### src/rtl/tlp_credit_pkg.sv
// Shared definitions for the TLP credit arbiter: FSM state encoding and
// default parameter values. Optional feature macro used by this block:
// CREDIT_ERR_EN (adds the sticky err output).
package tlp_credit_pkg;

    // Default parameter values
    localparam int WIDTH_DEF  = 8;
    localparam int NREQ_DEF   = 4;
    localparam int SWIDTH_DEF = 4;

    // FSM state encoding, kept as plain constants for older tooling
    typedef logic [0:0] state_t;
    localparam state_t UNINIT = 1'b0;
    localparam state_t RUN    = 1'b1;

endpackage

### src/rtl/tlp_credit_arbiter_credit_counter.sv
// credit_counter: available-credit register for the TLP credit arbiter.
// Handles load, grant decrement, return increment (both in one cycle) and
// saturation at the configured limit. With CREDIT_ERR_EN defined it also
// keeps the sticky err flag (over-limit return, or return while unconfigured).
module credit_counter
    import tlp_credit_pkg::*;
#(
    parameter int WIDTH  = WIDTH_DEF,
    parameter int SWIDTH = SWIDTH_DEF
) (
    input  logic              clk,
    input  logic              reset,
    input  logic              clear,
    input  logic              load,
    input  logic [WIDTH-1:0]  load_value,
    input  logic              run,
    input  logic              dec_en,
    input  logic [SWIDTH-1:0] dec_amt,
    input  logic              inc_en,
    input  logic [SWIDTH-1:0] inc_amt,
`ifdef CREDIT_ERR_EN
    output logic              err,
`endif
    output logic [WIDTH-1:0]  avail
);
    // Costs are zero-extended into a WIDTH+1 bit sum; SWIDTH must not exceed WIDTH.
    localparam int PADW = WIDTH + 1 - SWIDTH;

    logic [WIDTH-1:0] limit;
    logic [WIDTH:0]   sum;
    logic             over;

    // Next credit value: subtract the grant, add the return, flag overshoot.
    // The arbiter only grants when the cost fits, so the subtraction cannot wrap.
    always_comb begin
        // NOTE: every signal gets a default at the top so no path infers a latch.
        sum  = {1'b0, avail};
        over = 1'b0;
        if (dec_en) sum = sum - {{PADW{1'b0}}, dec_amt};
        if (run && inc_en) sum = sum + {{PADW{1'b0}}, inc_amt};
        over = (sum > {1'b0, limit});
    end

    // Credit and limit registers; flush clears, load wins over arithmetic.
    always_ff @(posedge clk or negedge reset) begin
        // NOTE: state updates use non-blocking assignments so every register
        // samples pre-edge values regardless of statement order.
        if (!reset) begin
            avail <= '0;
            limit <= '0;
        end else if (clear) begin
            avail <= '0;
            limit <= '0;
        end else if (load) begin
            avail <= load_value;
            limit <= load_value;
        end else if (over) begin
            avail <= limit;
        end else begin
            avail <= sum[WIDTH-1:0];
        end
    end

`ifdef CREDIT_ERR_EN
    // Sticky error: returns that overshoot the limit or arrive while unconfigured.
    always_ff @(posedge clk or negedge reset) begin
        if (!reset) begin
            err <= 1'b0;
        end else if (clear || load) begin
            err <= 1'b0;
        end else if (inc_en && (!run || over)) begin
            err <= 1'b1;
        end
    end
`endif

endmodule

### src/rtl/tlp_credit_arbiter.sv
// tlp_credit_arbiter: round-robin credit-gated grant arbiter for NREQ
// requesters. UNINIT/RUN FSM and arbitration live here; credit arithmetic
// lives in credit_counter. Optional macro CREDIT_ERR_EN adds sticky output err.
module tlp_credit_arbiter
    import tlp_credit_pkg::*;
#(
    parameter int WIDTH  = WIDTH_DEF,
    parameter int NREQ   = NREQ_DEF,
    parameter int SWIDTH = SWIDTH_DEF
) (
    input  logic                   clk,
    input  logic                   reset,
    input  logic                   cfg_load,
    input  logic [WIDTH-1:0]       cfg_credit,
    input  logic                   flush,
    input  logic [NREQ-1:0]        req,
    input  logic [NREQ*SWIDTH-1:0] req_size,
    input  logic                   ret_valid,
    input  logic [SWIDTH-1:0]      ret_count,
    output logic [NREQ-1:0]        gnt,
    output logic [WIDTH-1:0]       avail,
`ifdef CREDIT_ERR_EN
    output logic                   err,
`endif
    output logic                   ready
);
    localparam int PW   = (NREQ > 1) ? $clog2(NREQ) : 1;
    localparam int PADW = WIDTH + 1 - SWIDTH;

    state_t            state;
    state_t            state_next;
    logic [PW-1:0]     ptr;
    logic [NREQ-1:0]   eligible;
    logic [NREQ-1:0]   gnt_next;
    logic              win_valid;
    logic [PW-1:0]     win_idx;
    logic [SWIDTH-1:0] win_size;

    // FSM next state: flush beats cfg_load.
    always_comb begin
        state_next = state;
        if (flush) begin
            state_next = UNINIT;
        end else if (cfg_load) begin
            state_next = RUN;
        end
    end

    // FSM state register.
    always_ff @(posedge clk or negedge reset) begin
        if (!reset) state <= UNINIT;
        else        state <= state_next;
    end

    assign ready = (state == RUN);

    // Per-requester eligibility. No grant in the cycle after a grant, and none
    // while the credit pool is being reloaded or flushed.
    always_comb begin
        eligible = '0;
        for (int i = 0; i < NREQ; i++) begin
            eligible[i] = (state == RUN) && !flush && !cfg_load && (gnt == '0) &&
                          req[i] && (req_size[i*SWIDTH +: SWIDTH] != '0) &&
                          ({{PADW{1'b0}}, req_size[i*SWIDTH +: SWIDTH]} <= {1'b0, avail});
        end
    end

    // Round-robin pick: first eligible index scanning from ptr upward.
    always_comb begin
        win_valid = 1'b0;
        win_idx   = '0;
        for (int k = 0; k < NREQ; k++) begin
            if (!win_valid && eligible[(int'(ptr) + k) % NREQ]) begin
                win_valid = 1'b1;
                win_idx   = PW'((int'(ptr) + k) % NREQ);
            end
        end
    end

    assign win_size = req_size[int'(win_idx)*SWIDTH +: SWIDTH];
    assign gnt_next = win_valid ? (NREQ'(1) << win_idx) : '0;

    // Grant pulse and round-robin pointer.
    always_ff @(posedge clk or negedge reset) begin
        if (!reset) begin
            gnt <= '0;
            ptr <= '0;
        end else begin
            gnt <= gnt_next;
            if (win_valid) begin
                ptr <= (int'(win_idx) == NREQ - 1) ? '0 : win_idx + 1'b1;
            end
        end
    end

    credit_counter #(
        .WIDTH  (WIDTH),
        .SWIDTH (SWIDTH)
    ) u_credit (
        .clk        (clk),
        .reset      (reset),
        .clear      (flush),
        .load       (cfg_load && !flush),
        .load_value (cfg_credit),
        .run        (state == RUN),
        .dec_en     (win_valid),
        .dec_amt    (win_size),
        .inc_en     (ret_valid),
        .inc_amt    (ret_count),
`ifdef CREDIT_ERR_EN
        .err        (err),
`endif
        .avail      (avail)
    );

endmodule

### config.mk
export PLATFORM = sky130hd
export DESIGN_NAME = tlp_credit_arbiter
export DESIGN_NICKNAME = d
export VERILOG_FILES = /design/src/rtl/tlp_credit_pkg.sv /design/src/rtl/tlp_credit_arbiter_credit_counter.sv /design/src/rtl/tlp_credit_arbiter.sv
export SDC_FILE = /design/constraint.sdc
export NUM_CORES = 1
export LEC_CHECK = 0
export BUFFER_PORTS_ARGS = -buffer_cell sky130_fd_sc_hd__buf_2
export CAP_MARGIN = 30
export CORE_MARGIN = 5
export CORE_UTILIZATION = 56
export CTS_CLUSTER_SIZE = 14
export DETAILED_ROUTE_END_ITERATION = 12
export PLACE_DENSITY = 0.79
export SLEW_MARGIN = 20
export SYNTH_ARGS = -nofsm -noshare
export SYNTH_HDL_FRONTEND = slang
export SYNTH_SLANG_ARGS = --single-unit
export TNS_END_PERCENT = 30
### constraint.sdc
create_clock -name clk -period 19.8 [get_ports clk]
set_clock_uncertainty 0.15 [all_clocks]
set_input_delay 3.96 -clock clk [delete_from_list [all_inputs] [get_ports clk]]
set_output_delay 3.96 -clock clk [all_outputs]
set_load 0.05 [all_outputs]
== Word level (Yosys, flattened, before mapping) ==
Index checks and enable logic that the tools add are counted.

* Register bits after elaboration: 23
* Input bits: 37

* Add/sub/neg operators: 6
* Order comparisons: 9
* Eq/ne operators: 1
* Shifts and indexed selects: 2
* Multiplexer cells: 30
* Bitwise gates (word level): 3
* Reductions and logical operators: 35

{| class="wikitable"
|+ Operators with widths
! kind !! count
|-
| 2-to-1 mux 8 bit || 5
|-
| less-or-equal comparator 4 x 8 -> 1 bit || 4
|-
| logical AND 1 bit || 20
|-
| 2-to-1 mux 9 bit || 2
|-
| nonzero test 4 bit || 4
|-
| variable part select 16 x 5 -> 4 bit || 1
|-
| 2-to-1 mux 1 bit || 13
|-
| less-than comparator 3 x 4 -> 1 bit (second input constant) || 3
|-
| 2-to-1 mux 2 bit || 5
|-
| adder 9 x 4 -> 9 bit || 1
|-
| greater-than comparator 9 x 8 -> 1 bit || 1
|-
| subtractor 8 x 4 -> 9 bit || 1
|-
| binary-select mux 1 bit (select 2 bit) || 4
|-
| OR reduction 2 bit || 3
|-
| zero test 1 bit || 5
|-
| adder 2 x 1 -> 2 bit (second input constant) || 2
|-
| adder 2 bit (second input constant) || 2
|-
| zero test 4 bit || 1
|-
| 2-to-1 mux 4 bit || 1
|-
| nonzero test 2 bit || 2
|-
| << shifter 1 x 2 -> 4 bit (first input constant) || 1
|-
| bitwise AND 1 bit (first input constant) || 3
|-
| less-than comparator 2 x 3 -> 1 bit (second input constant) || 1
|-
| == test 2 x 1 -> 1 bit (second input constant) || 1
|}

== Logic depth before layout (Yosys ltp) ==
* Word-level depth: 28
* Mapped depth: 36
* Gate-level depth less buffers: 34

== By module ==
Synthesis repeated with hierarchy kept, for this count alone.

* Cells, all modules: 297
* Area total of the unflattened synthesis: 2638.8 um^2

{| class="wikitable"
|+ Modules (own cells, without submodules)
! module !! times used !! cells an instance !! area an instance (um^2) !! sequential area each (um^2)
|-
| credit_counter || 1 || 179 || 1547.7 || 400.4
|-
| tlp_credit_arbiter || 1 || 118 || 1091.0 || 175.2
|}

== Worst setup path before layout ==
Ideal clock, no wire load.

* Kind: in2reg
* From: in flush
* To: reg u_credit.avail[0]
* Library setup time: 0.087 ns
* Data arrival time: 9.702 ns
* Slack: 9.861 ns
* Stages on the path: 33
* Path buffers: 2
* Path through: buf_4 -> nor2_2 -> nand3_2 -> or2_1 -> nor2_1 -> nand2_1 -> a21oi_1 -> a21oi_1 -> o21ai_0 -> buf_1 -> mux2i_1 -> mux2i_1 -> ha_1 -> inv_1 -> fa_1 -> mux2i_1 -> inv_1 -> ha_1 -> a21o_1 -> a21oi_1 -> o21bai_1 -> nand3_1 -> and3b_1 -> a31oi_1 -> xnor2_1 -> ha_1 -> nand2_1 -> or3_1 -> o21ai_1 -> a21boi_0 -> mux2i_1 -> or4_1 -> o211ai_1

* Longest elaborated chain between the ends: 28

{| class="wikitable"
|+ Ends and longest elaborated chain
! what !! line !! RTL
|-
| start: declaration || tlp_credit_arbiter.sv:15 || <nowiki>input logic flush,</nowiki>
|-
| zero test 1 bit || tlp_credit_arbiter.sv:62, tlp_credit_arbiter.sv:103 ||
|-
| logical AND 1 bit (4 in series) || tlp_credit_arbiter.sv:62 || <nowiki>eligible[i] = (state == RUN) && !flush && !cfg_load && (gnt == '0) &&</nowiki>
|-
| logical AND 1 bit (2 in series) || tlp_credit_arbiter.sv:63 || <nowiki>req[i] && (req_size[i*SWIDTH +: SWIDTH] != '0) &&</nowiki>
|-
| binary-select mux 1 bit (select 2 bit) || tlp_credit_arbiter.sv:73 || <nowiki>if (!win_valid && eligible[(int'(ptr) + k) % NREQ]) begin</nowiki>
|-
| 2-to-1 mux 1 bit (implied by the code) || tlp_credit_arbiter.sv:73 ||
|-
| 2-to-1 mux 1 bit || tlp_credit_arbiter.sv:73 ||
|-
| zero test 1 bit || tlp_credit_arbiter.sv:73 ||
|-
| logical AND 1 bit || tlp_credit_arbiter.sv:73 ||
|-
| [... 8 more ...] || n/a ||
|-
| subtractor 8 x 4 -> 9 bit || tlp_credit_arbiter_credit_counter.sv:39 || <nowiki>if (dec_en) sum = sum - {{PADW{1'b0}}, dec_amt};</nowiki>
|-
| 2-to-1 mux 9 bit || tlp_credit_arbiter_credit_counter.sv:39 ||
|-
| adder 9 x 4 -> 9 bit || tlp_credit_arbiter_credit_counter.sv:40 || <nowiki>if (run && inc_en) sum = sum + {{PADW{1'b0}}, inc_amt};</nowiki>
|-
| 2-to-1 mux 9 bit || tlp_credit_arbiter_credit_counter.sv:40 ||
|-
| greater-than comparator 9 x 8 -> 1 bit || tlp_credit_arbiter_credit_counter.sv:41 || <nowiki>over = (sum > {1'b0, limit});</nowiki>
|-
| 2-to-1 mux 8 bit || tlp_credit_arbiter_credit_counter.sv:57 || <nowiki>end else if (over) begin</nowiki>
|-
| 2-to-1 mux 8 bit || tlp_credit_arbiter_credit_counter.sv:54 || <nowiki>end else if (load) begin</nowiki>
|-
| 2-to-1 mux 8 bit * || tlp_credit_arbiter_credit_counter.sv:51 || <nowiki>end else if (clear) begin</nowiki>
|-
| end signal: assignment || tlp_credit_arbiter_credit_counter.sv:55 || <nowiki>avail <= load_value;</nowiki>
|-
| end signal: assignment || tlp_credit_arbiter_credit_counter.sv:58 || <nowiki>avail <= limit;</nowiki>
|-
| end signal: assignment || tlp_credit_arbiter_credit_counter.sv:60 || <nowiki>avail <= sum[WIDTH-1:0];</nowiki>
|-
| end: declaration || tlp_credit_arbiter_credit_counter.sv:24 || <nowiki>output logic [WIDTH-1:0] avail</nowiki>
|}

Every way passes the cells marked *; elsewhere a longest branch is shown, timed or not. The select of a mux whose other input is x is not followed.
A chain may end at the register's enable or synchronous reset.

== Worst setup path in the final report ==
* From: in flush
* To: reg u_credit.avail[4]

The elaborated chain is that of the path after synthesis.

==> impl_metrics.yaml <==
outcome:
  status: "finished clean"
pwr:
  p_switching_mw: 0.0809
  leakagePower_nw: 1.44
  clockPowerShare_pct: 15.8
  seqPwrFrac_pct: 31.3
  p_per_area_nw_per_um2: 63.6
  peakVddDrop_uv: 41.3
  p_int_mw: 0.104
  combPwrFrac_pct: 52.9
  netSwitchingFraction_pct: 43.8
timing:
  timing.final.crit_period_ns: 10.84
  fin_ws_ns: 8.96
  setup_viol: 0
  grt_setup_unrepaired: "false"
  finalHoldViolCount: 0
  finalCritPeriodShare_pct: 54.7
  finalSetupTns_ns: 0
  timing.fmax_mhz: 92.3
  holdWs_ns: 0.405
  tightestPinTransition_ns: 0.883
  slew_headroom_pct: 39.4
  slew_viol_final: 0
synthesis:
  synth.area.mux_share_pct: 11.0
  synth_compound_area_share_pct: 19.6
  synth-simple-area-share_pct: 17.5
  async_reset_ff_share_pct: 100
  syn_avg_cell_area_um2: 8.86
  syn_nets: 367
  yosysWarningCount: 0
  synth.yosys.seq_area_share_pct: 22.3
  synthDistinctLibCells: 53
  synthAdderAreaFrac_pct: 19.5
  ys_ff_latch: 23
  synth.cell_area_um2: 2580
  synth_top_family_by_area: "compound AO/OA/AOI/OAI gates"
  synthCells: 291
  synthTopCellsByCount: "ha_1 (37), inv_1 (32), nand2_1 (25)"
  synth_top_area_share_pct: 22.3
  yosysTopAreaCell: "dfrtp_1"
  synth_flop_cell: "dfrtp_1"
  yosys-top-cells-area: "dfrtp_1 (22%), ha_1 (18%), mux2i_1 (7.8%)"
  synth_xor_area_share_pct: 3.69
  synth_edf_count: 0
  yosysMostFrequentCell: "ha_1"
global_routing:
  track_usage_pct: 21.7
  grt_pass1_wl_um: 10800
  grt_pass1_vias: 2293
  grt_overflow: 0
  antenna_found_initial: 0
  grt_max_degree: 24
detailed_routing:
  vias: 2302
  dr_wl_met2_um: 3100
  vias_per_cell: 5.89
  dr.pass1.iters: 4
  met3_wirelength_um: 297
  wl_per_cell_um: 15.9
  drc: 0
  top_layer_used: "met4"
  drtIter0Drc: 117
  wl_um: 6210
  wl_met1_um: 2720
  antenna_left: 0
critical_path:
  worstPathArrival_ns: 10.84
  ff2ff_path_depth: 32
  worstSetupPathType: "in2reg"
  cp.depth: 33
  cp-end-kind: "register"
  max_stage_delay_ns: 0.69
  critPathTopFamily: "compound AO/OA/AOI/OAI gates"
  path_buf_inv: 4
  required_ns: 19.80
  cp-start-kind: "input port"
  cp_max_fo: 19
  slowest_stage: "mux2i_1"
cts:
  ctsLongestPathBuffers: 2
  cts_hold_buf: 0
  cts.sinks: 23
  cts_buffers: 3
  tritoncts: "yes"
  htreeDepth: 1
  clkLatencyLatePin_ns: 0.27
  cts_resized: 0
  post_cts_buffers: 0
  cts_root_buf: "clkbuf_8"
  path_clk_slew_ns: 0.08
floorplanning:
  rows: 24
  io_pins: 50
  die_area_um2: 6060
  initial_core_util_pct: 58.4
  die_y_um: 77.9
  fp.dieW_um: 77.9
  core_area_um2: 4410
cells_and_area:
  post-route-util_pct: 65.8
  area_growth_syn_to_layout_pct: 12.6
  layout-drive-gt1-share_pct: 22.4
  fillCellCount: 395
  nets: 416
  fin_cells: 391
  diodes: 0
placement:
  dp.cells: 386
  dp_hpwl_um: 5160
  place_ws_ns: 8.54
  gp_congestion: 0.864
  port_buffers: 49
hold_path:
  min_path_type: "reg2reg"
  holdPathStages: 2
run:
  cap_violations: 0
[cell usage in the layout, fill, tap and decap left out, types with 3 or more instances in the layout]
| cell type | instances |
|---|---|
| buf_2 | 49 |
| ha_1 | 37 |
| inv_1 | 32 |
| nand2_1 | 25 |
| a21oi_1 | 23 |
| dfrtp_1 | 23 |
| mux2i_1 | 20 |
| nor2_1 | 17 |
| nor2b_1 | 10 |
| nand3_1 | 10 |
| nor3_1 | 6 |
| mux2_2 | 6 |
| xnor2_1 | 6 |
| nand4_1 | 5 |
| o21ai_0 | 5 |
| o211ai_1 | 4 |
| a311oi_1 | 4 |
| o41ai_1 | 3 |
| a311oi_2 | 3 |
| xor2_1 | 3 |
| clkbuf_8 | 3 |
[worst reg2reg max path: cells and delay by family (launching register included)]
family	cells	cell delay [ns]
and+or+nand+nor	9	2.09
AOI/OAI and AO/OA	11	1.87
muxes	4	1.28
adders and majority gates	4	1.24
buffers and inverters	3	0.41
DFF	1	0.39
xor gates and xnor gates	1	0.16
[per-layer routing]
| metal | global-route usage (%) | up-vias |
|---|---|---|
| li1 | - | 1149 |
| met1 | 27.9 | 1078 |
| met2 | 37.5 | 64 |
| met3 | 3.82 | 11 |
| met4 | 5.15 | 0 |
| met5 | 0 | - |
[area by class of cell]
cell class	instances	area (µm²)	area share, %
clock buffers	4	45.0	1.55
inverters	32	120	4.14
multi-input cells	229	1840	63.3
flip-flops and latches	23	576	19.8
well taps	52	65.1	2.24
repair buffers	51	260	8.96
[final timing paths]
| kind | startpoint | endpoint | slack [ns] |
|---|---|---|---|
| min reg2reg | u_credit.limit[4]$_DFFE_PN0P_ | u_credit.limit[4]$_DFFE_PN0P_ | 0.41 |
| max | flush | u_credit.avail[4]$_DFF_PN0_ | 8.96 |
| min | u_credit.limit[4]$_DFFE_PN0P_ | u_credit.limit[4]$_DFFE_PN0P_ | 0.41 |
| max in group asynchronous | reset | u_credit.avail[2]$_DFF_PN0_ | 15.64 |
| max reg2reg | gnt[3]$_DFF_PN0_ | u_credit.avail[4]$_DFF_PN0_ | 12.09 |
| min in group asynchronous | reset | ptr[0]$_DFFE_PN0N_ | 3.51 |
[state kept, by name (all words and copies together), names as in the netlist]
register,cells
u_credit.avail,8
u_credit.limit,8
gnt,4
ptr,2
ready,1
[per-stage QoR]
step / total power, mW / instance area [µm²]
2_1_floorplan: 0.131 / 2580
3_3_place_gp: 0.152 / 2850
3_5_place_dp: 0.155 / 2850
4_1_cts: 0.185 / 2900
5_1_grt: 0.201 / 2900
6_report: 0.185 / 2900
[cell families after synthesis]
family,count (synthesis)
compound gates,65
buf+inv,39
simple gates,88
fa+ha+maj,39
flops,23
xor+xnor,10
mux,27
[power groups by stage]
stage | Clock (mW) | Sequential, mW | Combinational, mW
after floorplan | 0 | 0.0652 | 0.0656
after global placement | 0 | 0.0585 | 0.0935
after detailed placement | 0 | 0.0586 | 0.0965
after CTS | 0.0304 | 0.0577 | 0.0974
after global routing | 0.0330 | 0.0586 | 0.109
final | 0.0292 | 0.0577 | 0.0976
Power figures use the tool's default switching activity.
